File: src/rtl/axi4_lite_read_arbiter.sv
// Round-robin arbiter sharing one AXI4-Lite read channel (AR + R) among NUM_REQ requesters.
// At most one read is in flight. The winner's address is latched, and the single R beat is routed back to that requester.
//
// state   | meaning
// --------+------------------------------------------------------------
// IDLE    | no read in flight; arbitrate and accept the winner at once
// ADDR    | arvalid held with latched araddr/arprot until arready
// DATA    | R channel connected to the granted requester until handshake
module axi4_lite_read_arbiter #(
  parameter int NUM_REQ       = 2,
  parameter int ADDRESS_WIDTH = 32,
  parameter int DATA_WIDTH    = 32,
  localparam int GW           = (NUM_REQ > 1) ? $clog2(NUM_REQ) : 1
) (
  input  logic                             aclk,
  input  logic                             aresetn,
  input  logic [NUM_REQ*ADDRESS_WIDTH-1:0] req_araddr,
  input  logic [NUM_REQ*3-1:0]             req_arprot,
  input  logic [NUM_REQ-1:0]               req_arvalid,
  output logic [NUM_REQ-1:0]               req_arready,
  output logic [DATA_WIDTH-1:0]            req_rdata,
  output logic [1:0]                       req_rresp,
  output logic [NUM_REQ-1:0]               req_rvalid,
  input  logic [NUM_REQ-1:0]               req_rready,
  output logic [ADDRESS_WIDTH-1:0]         araddr,
  output logic [2:0]                       arprot,
  output logic                             arvalid,
  input  logic                             arready,
  input  logic [DATA_WIDTH-1:0]            rdata,
  input  logic [1:0]                       rresp,
  input  logic                             rvalid,
  output logic                             rready,
  output logic [GW-1:0]                    grant_id,
  output logic                             busy
);

  typedef enum logic [1:0] {ST_IDLE, ST_ADDR, ST_DATA} state_t;

  state_t                   r_state;
  state_t                   w_state_nxt;
  logic [GW-1:0]            r_last_grant;
  logic [GW-1:0]            r_grant_id;
  logic [ADDRESS_WIDTH-1:0] r_araddr;
  logic [2:0]               r_arprot;
  logic                     r_arvalid;

  logic [ADDRESS_WIDTH-1:0] w_addr_arr [NUM_REQ];
  logic [2:0]               w_prot_arr [NUM_REQ];
  logic                     w_found;
  logic [GW-1:0]            w_winner;
  logic [GW:0]              w_sum;

  for (genvar i = 0; i < NUM_REQ; i++) begin : g_slice
    assign w_addr_arr[i] = req_araddr[i*ADDRESS_WIDTH +: ADDRESS_WIDTH];
    assign w_prot_arr[i] = req_arprot[i*3 +: 3];
  end

  // Search starts one past the last grant and wraps, so the last winner has the lowest priority.
  always_comb begin
    w_found  = 1'b0;
    w_winner = '0;
    w_sum    = '0;
    for (int k = 1; k <= NUM_REQ; k++) begin
      w_sum = {1'b0, r_last_grant} + (GW+1)'(k);
      if (w_sum >= (GW+1)'(NUM_REQ))
        w_sum = w_sum - (GW+1)'(NUM_REQ);
      if (!w_found && req_arvalid[GW'(w_sum)]) begin
        w_found  = 1'b1;
        w_winner = GW'(w_sum);
      end
    end
  end

  always_ff @(posedge aclk or negedge aresetn) begin
    if (!aresetn) r_state <= ST_IDLE;
    else          r_state <= w_state_nxt;
  end

  always_comb begin
    w_state_nxt = r_state;
    req_arready = '0;
    req_rvalid  = '0;
    rready      = 1'b0;
    case (r_state)
      ST_IDLE: begin
        if (w_found) begin
          req_arready[w_winner] = 1'b1;
          w_state_nxt           = ST_ADDR;
        end
      end
      ST_ADDR: begin
        if (arready) w_state_nxt = ST_DATA;
      end
      ST_DATA: begin
        rready                 = req_rready[r_grant_id];
        req_rvalid[r_grant_id] = rvalid;
        if (rvalid && req_rready[r_grant_id]) w_state_nxt = ST_IDLE;
      end
      default: w_state_nxt = ST_IDLE;
    endcase
  end

  always_ff @(posedge aclk or negedge aresetn) begin
    if (!aresetn) begin
      r_araddr     <= '0;
      r_arprot     <= '0;
      r_arvalid    <= 1'b0;
      r_grant_id   <= '0;
      r_last_grant <= GW'(NUM_REQ - 1);
    end else begin
      if (r_state == ST_IDLE && w_found) begin
        r_araddr   <= w_addr_arr[w_winner];
        r_arprot   <= w_prot_arr[w_winner];
        r_grant_id <= w_winner;
        r_arvalid  <= 1'b1;
      end
      if (r_state == ST_ADDR && arready)
        r_arvalid <= 1'b0;
      if (r_state == ST_DATA && rvalid && req_rready[r_grant_id])
        r_last_grant <= r_grant_id;
    end
  end

  assign araddr    = r_araddr;
  assign arprot    = r_arprot;
  assign arvalid   = r_arvalid;
  assign grant_id  = r_grant_id;
  assign busy      = (r_state != ST_IDLE);
  assign req_rdata = rdata;
  assign req_rresp = rresp;

endmodule
File: config.mk
export PLATFORM = sky130hd
export DESIGN_NAME = axi4_lite_read_arbiter
export DESIGN_NICKNAME = d
export VERILOG_FILES = /design/src/rtl/axi4_lite_read_arbiter.sv
export SDC_FILE = /design/constraint.sdc
export NUM_CORES = 1
export LEC_CHECK = 0
export BUFFER_PORTS_ARGS = -buffer_cell sky130_fd_sc_hd__buf_2
export CORE_MARGIN = 5
export CORE_UTILIZATION = 38
export CTS_CLUSTER_SIZE = 10
export DETAILED_ROUTE_END_ITERATION = 10
export PLACE_DENSITY = 0.81
export SYNTH_ARGS = -nofsm -noshare
export SYNTH_HDL_FRONTEND = slang
export SYNTH_SLANG_ARGS = --single-unit
File: constraint.sdc
create_clock -name aclk -period 1.87 [get_ports aclk]
set_input_delay 0.2805 -clock aclk [delete_from_list [all_inputs] [get_ports aclk]]
set_output_delay 0.2805 -clock aclk [all_outputs]
set_load 0.01 [all_outputs]
# [Word level (Yosys, flattened, before mapping)]
# Cells that the tools add are included.
[word_totals] reg_bits=40 latchBits=0 mem_bits_rw=0 romBits=0 in_bits=112 output_inout_bits=77 n_memories=0
[op_classes] addsub=4 mul=0 div_mod_pow=0 magnitude_cmp=9 eq_ne=5 n_shift=0 mux=32 bitwise=2 n_reduce_logical=13
[op_table] operator="32-bit 2-to-1 mux" n=3
[op_table] operator="1-bit 2-to-1 mux" n=17
[op_table] operator="2-bit 2-to-1 mux" n=6
[op_table] operator="3-bit 2-to-1 mux" n=3
[op_table] operator="1-bit logical AND" n=8
[op_table] operator="1-bit by 2-bit < comparator with 1-bit output (second input constant)" n=4
[op_table] operator="2-bit >= comparator (second input constant)" n=3
[op_table] operator="2-bit != test (second input constant)" n=3
[op_table] operator="2-bit one-hot mux with 3 select lines" n=1
[op_table] operator="2-bit nonzero test" n=2
[op_table] operator="3-bit AND reduction" n=1
[op_table] operator="1-bit by 1-bit adder with 2-bit output (second input constant)" n=1
[op_table] operator="1-bit by 2-bit adder with 2-bit output (second input constant)" n=1
[op_table] operator="2-bit AND" n=1
[op_table] operator="1-bit demux with 1-bit select" n=2
[op_table] operator="2-bit by 1-bit equality test with 1-bit output (second input constant)" n=1
[op_table] operator="2-bit equality test (second input constant)" n=1
[op_table] operator="1-bit >= comparator (second input constant)" n=2
[op_table] operator="2-bit logical NOT" n=1
[op_table] operator="1-bit inverter with 2-bit output" n=1
[op_table] operator="1-bit subtractor (second input constant)" n=2
[op_table] operator="1-bit logical NOT" n=1

# [Logic depth before layout (Yosys ltp)]
[depth] ltp_word=15 ltp_mapped=5 depth_no_buf=3

# [Worst setup path before layout]
# Ideal clock, no wire load.
[synth_timing] kind="register to register" from="reg r_last_grant" to="reg r_araddr[10] (netlist: araddr[10])" arrival_time_ps=1318 path_slack_ps=426 path_stages_with_launch=6 period_less_slack_ps=1444 path_cell_list="dfstp_2 nand2_1 and3_1 buf_6 buf_2 a221o_1"
[synth_between] elab_chain_cells=13 elab_cells_between_ends=23 cone_classes="add/sub (4); order compare (2); mux (13); bitwise (1); reduce/logical (3)"
[synth_rtl] element="start: declaration" line_no="41" text="logic [GW-1:0] r_last_grant;"
[synth_rtl] element="start signal: assignment" line_no="109" text="r_last_grant <= GW'(NUM_REQ - 1);"
[synth_rtl] element="start signal: assignment" line_no="120" text="r_last_grant <= r_grant_id;"
[synth_rtl] element="1-bit by 1-bit adder with 2-bit output" line_no="64" text="w_sum = {1'b0, r_last_grant} + (GW+1)'(k);"
[synth_rtl] element="2-bit >= comparator or 1-bit subtractor (tied branches)" line_no="65, 66"
[synth_rtl] element="1-bit 2-to-1 mux" line_no="65" text="if (w_sum >= (GW+1)'(NUM_REQ))"
[synth_rtl] element="1-bit 2-to-1 mux (not written as such) (2 in a row)" line_no="67" text="if (!w_found && req_arvalid[GW'(w_sum)]) begin"
[synth_rtl] element="1-bit 2-to-1 mux" line_no="67"
[synth_rtl] element="1-bit logical NOT" line_no="67"
[synth_rtl] element="1-bit logical AND" line_no="67"
[synth_rtl] element="1-bit 2-to-1 mux" line_no="67"
[synth_rtl] element="1-bit inverter with 2-bit output (not written as such)" line_no="112" text="r_araddr <= w_addr_arr[w_winner];"
[synth_rtl] element="32-bit 2-to-1 mux (not written as such) (3 in a row)" line_no="112"
[synth_rtl] element="end signal: assignment" line_no="112"
[synth_rtl] element="end: declaration" line_no="43" text="logic [ADDRESS_WIDTH-1:0] r_araddr;"
# Parallel ways exist; a longest one is shown, timed or not. The select of a mux whose other input is x is not followed.
# A chain may end at the register's enable or synchronous reset.

# [Worst setup path after layout]
[layout_timing] from="reg r_state[1]" to="out req_arready[0]"
[layout_between] elab_chain_cells=2
[layout_rtl] element="start: declaration" line_no="39" text="state_t r_state;"
[layout_rtl] element="start signal: assignment" line_no="76" text="else r_state <= w_state_nxt;"
[layout_rtl] element="2-bit logical NOT" line_no="84" text="case (r_state)"
[layout_rtl] element="2-bit 2-to-1 mux" line_no="84"
[layout_rtl] element="end: declaration" line_no="20" text="output logic [NUM_REQ-1:0] req_arready,"
# No other way between the ends.

==> results.json <==
{
  "status": "complete, no violations",
  "async_flop_share": 1.00,
  "grt_pass1_vias": 1932,
  "pwr-share-comb": 0.478,
  "static-leakage-power_uw": 0.00134,
  "hold_path.class": "input port to async pin",
  "p_per_area_nw_per_um2": 1510,
  "ys_types": 27,
  "power_switching_share": 0.376,
  "slew_headroom": 0.668,
  "cp.buffers_inverters": 2,
  "finalMaxSlewViolations": 0,
  "n_antenna_cell": 0,
  "ys_top_cells_by_count": "dfrtp_1, a221o_1, a21boi_0, buf_4, buf_2",
  "rows": 27,
  "synthMostInstantiatedCell": "dfrtp_1",
  "p_int_uw": 2460,
  "antenna_left": 0,
  "clock_sinks": 40,
  "worstSetupPathType": "flip-flop to output port",
  "clkLatencyLatePin_ps": 280,
  "vias": 1838,
  "routed_wl_mm": 5.88,
  "syn_inst": 186,
  "cts.root.buffer_cell": "clkbuf_8",
  "cts_tree": "built",
  "antenna_found_initial": 0,
  "grt_start_max_net_pins": 41,
  "cp-end-kind": "output port",
  "synth.area.top_cells": "dfrtp_1, a221o_1, a21boi_0",
  "drc": 0,
  "arrival_ps": 1470,
  "clockBufferDepth": 2,
  "clock_skew_ps": 4.27,
  "synth_edf_count": 0,
  "max_stage_delay_ps": 460,
  "nets": 384,
  "ir_drop_mv": 0.820,
  "path_delay_family": "flip-flops",
  "crit_path_max_fanout": 15,
  "die_h_um": 84.8,
  "synthesis.area_um2": 2130,
  "gp_congestion": 0.831,
  "coreArea_um2": 5470,
  "fin_setup_tns_ps": 0,
  "timing.final.crit_share": 0.935,
  "grt_setup_unrepaired": "no",
  "synth_top_cell_by_area": "dfrtp_1",
  "grtUsageTotal": 0.161,
  "synth_seq_cells": 40,
  "critical_path.startpoint_type": "flip-flop",
  "dp_hpwl_mm": 4.40,
  "cts-buffers-inserted": 5,
  "p_seq_frac": 0.384,
  "drive_gt1_frac": 0.507,
  "vias_per_cell": 5.34,
  "drt-pass1-iter-count": 4,
  "switchingPower_uw": 1480,
  "path_clk_slew_ps": 80,
  "die_x_um": 84.8,
  "grt_pass1_wl_mm": 9.34,
  "ys_seq_area_frac": 0.471,
  "synth_ff_type": "dfrtp_1",
  "setup_viol": 0,
  "port_buffers": 120,
  "h-tree-depth": 2,
  "area_growth_pct": 22.6,
  "cp_cell_sequence": "nor2_2 > and3_1 > buf_6 > buf_2",
  "die_area_um2": 7200,
  "grt_overflow": 0,
  "wl_per_cell_um": 17.1,
  "cp_slowest_cell": "dfrtp_1",
  "ioPinCount": 189,
  "synth_area_per_cell_um2": 11.4,
  "start_util": 0.389,
  "maxCapViolCount": 0,
  "finalCoreUtilization": 0.477,
  "fmax_mhz": 572,
  "clockPowerShare": 0.138,
  "netlist.area_leader.share": 0.459,
  "required_ps": 1590,
  "first_iter_violations": 77,
  "syn_nets": 298,
  "hold_viol": 0,
  "tightest_slew_ps": 498,
  "min_period_ps": 1750,
  "ys_warn_count": 0
}
-- power by group through the flow --
stage	clock (µW)	sequential, µW	combinational (µW)
final	545	1510	1880
after global routing	620	1570	2070
after CTS	570	1510	1920
after detailed placement	0	1520	1910
after global placement	0	1510	1850
after floorplan	0	1680	1080
-- layer usage --
metal  GRT usage  part of all wire  vias to the layer above  routed length, µm
met5           0                 0                        -                  0
met4      0.0662             0.021                        0                126
met3      0.0583              0.11                       22                633
met2       0.245              0.46                      106               2720
met1       0.207              0.41                      870               2400
li1            -                 -                      840                  -
-- area by class of cell --
type	instances	area, µm²
Tap cell	72	90.1
Sequential cell	40	1000
Multi-Input combinational cell	94	756
Fill cell	538	2860
Inverter	2	7.51
Clock buffer	5	68.8
Clock inverter	2	12.5
Timing Repair Buffer	129	672
-- state kept, by name (all words and copies together) (netlist names) --
register and cells:
grant_id 1, araddr 32, r_last_grant 1, arvalid 1, arprot 3, r_state 2
-- timing repair --
action	4_1_cts	5_1_grt
resized for setup	0	1
setup endpoints to repair	0	1
hold buffers	0	0
buffers inserted	0	0
-- worst paths after layout --
path,start,to,slack [ps],cells after the start
max in group asynchronous,aresetn,r_last_grant,1460,2
min reg2reg,arvalid,arvalid,530,2
max reg2reg,r_last_grant,araddr[12],390,4
min,aresetn,araddr[25],40,2
max,r_state[1],req_arready[0],120,4
min in group aclk,arready,r_state[0],190,2
-- cells in the final DEF, fill, tap and decap left out, types with 2 or more instances in the layout --
master,instances
buf_2,120
dfrtp_1,39
a221o_1,35
a21boi_0,34
buf_4,8
nand2_1,5
clkbuf_8,5
nor2_1,3
inv_1,2
and3_1,2
-- kinds of logic (layout without fill, tap and decap cells) --
logic type	count (synthesis)	count (layout)	share of synthesized area
compound gates	76	76	0.307
simple gates	17	17	0.0435
flops	40	40	0.471
mux	1	1	0.00470
buf+inv	52	138	0.174
-- metrics by stage --
stage               area, µm²  setup slack [ps]  power, µW  hold slack (ps)  std cells
floorplan                2130               426       2760            -15.1        186
global placement         2520               428       3360              373        337
detailed placement       2520               390       3430              369        337
CTS                      2610              74.7       4000             50.5        344
global route             2610              33.6       4260             79.2        344
finish                   2610               121       3940             44.6        344
No activity file was read; power rests on OpenSTA's default activity.
